File: config.mk
export PLATFORM = sky130hd
export DESIGN_NAME = lane_scheduler
export DESIGN_NICKNAME = d
export VERILOG_FILES = /design/src/rtl/lane_scheduler.sv
export SDC_FILE = /design/constraint.sdc
export NUM_CORES = 1
export LEC_CHECK = 0
export BUFFER_PORTS_ARGS = -buffer_cell sky130_fd_sc_hd__buf_2
export CAP_MARGIN = 10
export CORE_UTILIZATION = 58
export DETAILED_ROUTE_END_ITERATION = 16
export GPL_ROUTABILITY_DRIVEN = 1
export GPL_TIMING_DRIVEN = 0
export PLACE_DENSITY = 0.8
export SYNTH_ARGS = -nofsm -noshare
export SYNTH_HDL_FRONTEND = slang
export SYNTH_SLANG_ARGS = --single-unit
export TNS_END_PERCENT = 50
File: constraint.sdc
create_clock -name clk -period 6.7 [get_ports clk]
set_clock_uncertainty 0.05 [all_clocks]
set_input_delay 1.34 -clock clk [delete_from_list [all_inputs] [get_ports clk]]
set_output_delay 1.34 -clock clk [all_outputs]
set_load 0.005 [all_outputs]
File: src/rtl/lane_scheduler.sv
// Five-lane falling-note scheduler: fetches pattern words per beat, moves notes, judges hits and misses.
// Optional COMBO_BONUS_EN macro enables streak tracking and the double-value bonus hit.
module lane_scheduler #(
    parameter int unsigned BEAT_FRAMES = 30,
    parameter int unsigned NOTE_SPEED  = 4,
    parameter int unsigned PATTERN_LEN = 64,
    parameter int unsigned HIT_TOP     = 426,
    parameter int unsigned HIT_BOT     = 470
) (
    input  logic        clk,
    input  logic        rst_n,
    input  logic        start,
    input  logic        frame_tick,
    input  logic [4:0]  btn,
    output logic [5:0]  pattern_addr,
    input  logic [4:0]  pattern_data,
    output logic [4:0]  note_valid,
    output logic [49:0] note_rows,
    output logic [16:0] score,
    output logic [7:0]  miss_count,
    output logic [6:0]  combo,
    output logic        busy,
    output logic        done
);

    localparam int unsigned LANES  = 5;
    localparam int unsigned ROW_W  = 10;
    localparam int unsigned ADDR_W = 7;
    localparam int unsigned FC_W   = (BEAT_FRAMES > 1) ? $clog2(BEAT_FRAMES) : 1;

    typedef enum logic [1:0] {IDLE, RUN, FETCH, DONE} state_t;

    state_t              state;
    logic [ADDR_W-1:0]   addr_q;
    logic [FC_W-1:0]     fc;
    logic                beat_end;

    logic [LANES-1:0]       valid_n;
    logic [LANES*ROW_W-1:0] rows_n;
    logic [17:0]            score_acc;
    logic [8:0]             miss_acc;
    logic [6:0]             combo_n;
    logic [ROW_W-1:0]       row_cur;
    logic [ROW_W:0]         row_adv;
`ifdef COMBO_BONUS_EN
    logic                   any_miss;
`endif

    // addr_q carries one extra bit so an address equal to a 64-word song length is representable
    assign pattern_addr = addr_q[5:0];
    assign beat_end     = frame_tick && (fc == FC_W'(BEAT_FRAMES - 1));

    // Per-lane hit / advance / miss / spawn; a hit takes priority over advancing that lane
    always_comb begin
        valid_n   = note_valid;
        rows_n    = note_rows;
        score_acc = {1'b0, score};
        miss_acc  = {1'b0, miss_count};
        combo_n   = combo;
        row_cur   = '0;
        row_adv   = '0;
`ifdef COMBO_BONUS_EN
        any_miss  = 1'b0;
`endif
        for (int i = 0; i < LANES; i++) begin
            row_cur = note_rows[i*ROW_W +: ROW_W];
            row_adv = (ROW_W+1)'(row_cur) + (ROW_W+1)'(NOTE_SPEED);
            if (note_valid[i] && btn[i] &&
                row_cur >= ROW_W'(HIT_TOP) && row_cur <= ROW_W'(HIT_BOT)) begin
                valid_n[i]                 = 1'b0;
                rows_n[i*ROW_W +: ROW_W]   = '0;
`ifdef COMBO_BONUS_EN
                score_acc = score_acc + ((combo_n >= 7'd10) ? 18'd200 : 18'd100);
                if (combo_n != 7'd127) begin
                    combo_n = combo_n + 7'd1;
                end
`else
                score_acc = score_acc + 18'd100;
`endif
            end else if (note_valid[i] && frame_tick) begin
                if (row_adv > (ROW_W+1)'(479)) begin
                    valid_n[i]               = 1'b0;
                    rows_n[i*ROW_W +: ROW_W] = '0;
                    miss_acc                 = miss_acc + 9'd1;
`ifdef COMBO_BONUS_EN
                    any_miss                 = 1'b1;
`endif
                end else begin
                    rows_n[i*ROW_W +: ROW_W] = row_adv[ROW_W-1:0];
                end
            end
            if (state == FETCH && pattern_data[i] && !note_valid[i]) begin
                valid_n[i]               = 1'b1;
                rows_n[i*ROW_W +: ROW_W] = '0;
            end
        end
        if (score_acc > 18'd99999) begin
            score_acc = 18'd99999;
        end
        if (miss_acc > 9'd255) begin
            miss_acc = 9'd255;
        end
`ifdef COMBO_BONUS_EN
        if (any_miss) begin
            combo_n = '0;
        end
`else
        combo_n = '0;
`endif
    end

    always_ff @(posedge clk) begin
        if (!rst_n) begin
            state      <= IDLE;
            addr_q     <= '0;
            fc         <= '0;
            note_valid <= '0;
            note_rows  <= '0;
            score      <= '0;
            miss_count <= '0;
            combo      <= '0;
            busy       <= 1'b0;
            done       <= 1'b0;
        end else begin
            case (state)
                IDLE, DONE: begin
                    if (start) begin
                        state      <= RUN;
                        addr_q     <= '0;
                        fc         <= '0;
                        note_valid <= '0;
                        note_rows  <= '0;
                        score      <= '0;
                        miss_count <= '0;
                        combo      <= '0;
                        busy       <= 1'b1;
                        done       <= 1'b0;
                    end
                end
                RUN, FETCH: begin
                    note_valid <= valid_n;
                    note_rows  <= rows_n;
                    score      <= score_acc[16:0];
                    miss_count <= miss_acc[7:0];
                    combo      <= combo_n;
                    if (frame_tick) begin
                        fc <= beat_end ? '0 : fc + FC_W'(1);
                    end
                    if (state == FETCH) begin
                        addr_q <= addr_q + ADDR_W'(1);
                        state  <= RUN;
                    end else if (beat_end && addr_q < ADDR_W'(PATTERN_LEN)) begin
                        state <= FETCH;
                    end else if (addr_q == ADDR_W'(PATTERN_LEN) && note_valid == '0) begin
                        state <= DONE;
                        busy  <= 1'b0;
                        done  <= 1'b1;
                    end
                end
                default: state <= IDLE;
            endcase
        end
    end

endmodule

==> results.rst <==
.. list-table::
   :header-rows: 1

   * - Metric
     - Value
   * - Run status
     - completed
   * - Syn-to-layout area delta
     - 13.5%
   * - Global placement routability congestion
     - 0.941
   * - CP required
     - about 6.9 ns
   * - Die area
     - ~15000 µm²
   * - PD cells
     - between 200 and 250 nW/µm²
   * - Fillers
     - 1234
   * - CTS H-tree lvls
     - 3
   * - Number of enable flip-flop cells after synthesis
     - 0
   * - Wire length of the first global-routing pass
     - ~39000 µm
   * - Count of buffers inserted at the top-level ports
     - 89
   * - Congestion Overflow GR
     - 0
   * - Number of endpoints with negative hold slack in the final report
     - 0
   * - Stages on the worst setup path
     - 25
   * - GRT Overall Usage
     - 31.9%
   * - Core box area
     - approximately 14000 µm²
   * - # IOs
     - around 110
   * - Final clock period utilization by the worst path
     - around 96%
   * - Timing-limited maximum frequency
     - around 160 MHz
   * - Largest driver fanout on the critical path
     - 10
   * - Storage element area
     - about 1700 µm²
   * - Type of the most critical hold path
     - reg2reg
   * - Total negative slack for setup checks
     - 0 ns
   * - Maximum number of pins on one net before global-route repair
     - 15
   * - Clock tree from TritonCTS
     - yes
   * - Final setup violation count
     - 0
   * - Largest buffer count on any clock path
     - 2
   * - Number of global-route vias before repair
     - around 7900
   * - Non-filler instance count after layout
     - between 1000 and 1500
   * - Core occupancy in the finished layout
     - between 60% and 70%
   * - Max stage delay cell, worst path
     - sky130_fd_sc_hd__o32a_1
   * - Met3 routing resource usage after global routing
     - 4.29%
   * - Remaining max-slew budget at the tightest pin
     - 24.9%
   * - Yosys warning total
     - 0
   * - GRT met1 Usage
     - ~41%
   * - Clock Pin Slew Worst Setup and Hold Paths
     - approximately 0.070 ns
   * - Most numerous cell on the critical path
     - sky130_fd_sc_hd__ha_1
   * - Min Tclk post-route
     - about 6.4 ns
   * - Placed Cells incl. Taps
     - 1402
   * - Cts-stage hold buffer count
     - 0
   * - Number of nets in the finished design
     - roughly 1300
   * - Family with the most delay on the worst path
     - compound AO/OA/AOI/OAI gates
   * - Effective utilization at floorplan
     - between 60% and 70%
   * - Total Routed Length
     - ~24000 µm
   * - Overall via count from detail_route
     - 8828
   * - Met2 demand-to-capacity share in global routing
     - a little over half
   * - Worst vdd ir
     - about 0.00027 V
   * - Number of buffers added by the clock tree synthesis step
     - 9
   * - Cell area after technology mapping
     - between 8000 and 9000 µm²
   * - Startpoint class of the critical path
     - input port
   * - Drt via density
     - just over 6
   * - Clock latency of the later-clocked register in the worst-skew pair
     - about 0.35 ns
   * - Max-slew violation total from the final report
     - 0
   * - Number of unique standard cell types used by synthesis
     - approximately 110
   * - Number of antenna violations at the first check in global routing
     - 0
   * - Actual slew at the worst max-slew pin
     - 1.12 ns
   * - Sequential area share after synthesis
     - between 10% and 20%
   * - Clock tree root driver cell
     - sky130_fd_sc_hd__clkbuf_16
   * - Flip-flop and latch count after synthesis
     - 85
   * - Delay of the slowest cell on the worst path
     - 0.44 ns
   * - Critical Path Sink Type
     - flip-flop
   * - Crit path buf inv count
     - 5
   * - Worst hold-check slack
     - 0.449 ns
   * - Post-route DRC violation count
     - 0
   * - Global-route layer with the greatest usage
     - met2
   * - Dominant register cell in the synthesized netlist
     - sky130_fd_sc_hd__dfxtp_1
   * - Number of cell rows
     - between 40 and 50
   * - Horizontal extent of the die
     - 123 µm
   * - Category of the most critical setup path
     - in2reg
   * - Data arrival time at the worst-slack endpoint
     - approximately 6.6 ns
   * - Ant. Diodes
     - 0
   * - Total number of clock tree sinks
     - 85
   * - Cell area reported after detailed placement
     - between 9000 and 10000 µm²
   * - Leak pwr
     - between 3 and 4 nW
   * - Area of all placed cells without fillers
     - around 9700 µm²
   * - Die Height
     - 123 µm
   * - Post-DRT Antenna Nets
     - 0
   * - Average wire per cell in the routed design
     - between 15 and 20 µm
   * - Drt pass-1 iters
     - 5
   * - First-iteration detailed-routing DRC count
     - about 660
   * - Worst-case reg-to-reg path depth
     - 26
   * - Cell count after synthesis
     - between 1000 and 1500
   * - Footprint of the multi-input gates
     - around 6300 µm²
   * - Detail Placement HPWL
     - 18200 µm
   * - Number of instances on the worst hold path
     - 2
   * - Reported max-cap violation count
     - 0
   * - Share of post-route cells with drive strength above 1
     - between 15 and 20%
   * - Proportion of register bits with asynchronous set or reset after synthesis
     - 0%
   * - Avg Inst Size Synth
     - between 7 and 8 µm²
layout by cell type, fill, tap and decap left out, types with 10 or more instances in the layout:
master and n:
sky130_fd_sc_hd__mux2i_1 10, sky130_fd_sc_hd__clkbuf_1 35, sky130_fd_sc_hd__nor3b_1 11, sky130_fd_sc_hd__nor2_1 87
sky130_fd_sc_hd__dfxtp_1 85, sky130_fd_sc_hd__a21oi_1 38, sky130_fd_sc_hd__or3_1 12, sky130_fd_sc_hd__nand3_1 53
sky130_fd_sc_hd__and3_1 25, sky130_fd_sc_hd__buf_2 97, sky130_fd_sc_hd__a21o_1 11, sky130_fd_sc_hd__conb_1 17
sky130_fd_sc_hd__ha_1 27, sky130_fd_sc_hd__o311a_1 13, sky130_fd_sc_hd__o21a_1 10, sky130_fd_sc_hd__nand4_1 20
sky130_fd_sc_hd__nor3_1 45, sky130_fd_sc_hd__o21ai_0 53, sky130_fd_sc_hd__buf_4 32, sky130_fd_sc_hd__xnor2_1 69
sky130_fd_sc_hd__o31ai_1 17, sky130_fd_sc_hd__and2_1 25, sky130_fd_sc_hd__nor2b_1 22, sky130_fd_sc_hd__inv_1 37
sky130_fd_sc_hd__nand2_1 127, sky130_fd_sc_hd__xor2_1 35
metal layers:
metal | routed length, µm | share of wire [%]
met1 | 10400 | 43
met2 | 11500 | 48
met3 | 1470 | 6.1
met4 | 732 | 3.0
met5 | 0 | 0
cell usage after synthesis (all sizes together) (14+ instances only):
cell      n  area share, %
nor2     87            3.8
xnor2    72            7.7
o31ai    18            1.7
ha       27            4.0
and2     26            1.9
nand2   129            5.7
o311a    14            1.8
a21oi    39            2.3
and3     25            1.8
nand3    53            3.1
nor3     47            2.9
xor2     37            4.0
buf      41            3.5
o21ai    61            3.7
nand4    20            1.5
dfxtp    85             20
clkbuf   38            1.7
nor2b    22            1.6
inv      37            1.6
final cells by class:
cell class	instances	share of cell area, %
buffer	79	4.57
clock buffer	11	2.61
clock inverter	5	0.854
inverter	38	1.48
multi-input combinational	930	65.6
sequential	85	17.6
tap	180	2.33
timing repair buffer	94	5.00
final timing paths:
kind                                    start            end  slack (ns)
worst max-delay path                   btn[0]       score[7]        0.30
worst max register to register   note_rows[3]       score[7]        0.44
worst min-delay path            note_rows[39]  note_rows[39]        0.45
worst min register to register  note_rows[39]  note_rows[39]        0.45
power by group:
| group | internal (W) | leakage [nW] | switching, W |
|---|---|---|---|
| sequential | 0.000551 | 0.687 | 0.0000547 |
| clock | 0.000348 | 0.166 | 0.000219 |
| combinational | 0.000269 | 3.04 | 0.000571 |
| total | 0.00117 | 3.90 | 0.000845 |
state kept, by name, indices dropped and copies added (netlist names):
register,flops
fc,5
busy,1
miss_count,8
note_rows,40
addr_q,7
score,16
state,2
done,1
note_valid,5
through the flow:
stage,power (W),setup slack (ns)
finish,0.00201,0.301
global route,0.00212,-0.0233
CTS,0.00199,0.0975
detailed placement,0.00143,-0.389
global placement,0.00142,-0.233
floorplan,0.00118,0.672
cells by family after synthesis:
group / after synthesis / synth area share (%)
AND/OR/NAND/NOR: 497 / 31.0
AO/OA/AOI/OAI: 262 / 23.8
buffers and inverters: 117 / 6.84
XOR/XNOR: 112 / 12.5
flip-flops: 85 / 20.0
adder cells (fa/ha/maj): 27 / 3.97
multiplexers: 15 / 1.97
other: 1 / 0.0440
timing repair:
| action | in CTS | in global routing |
|---|---|---|
| gates resized for setup | 1 | 5 |
| endpoints found under the setup margin | 2 | 13 |
| setup buffers | 0 | 4 |
| pin swaps | 0 | 2 |
tightest hold or removal path, delay by kind of cell (launching register included):
kind | cells | cell delay, ns
DFF | 1 | 0.35
and+or+nand+nor | 2 | 0.11
(Power assumes the default switching activity.)
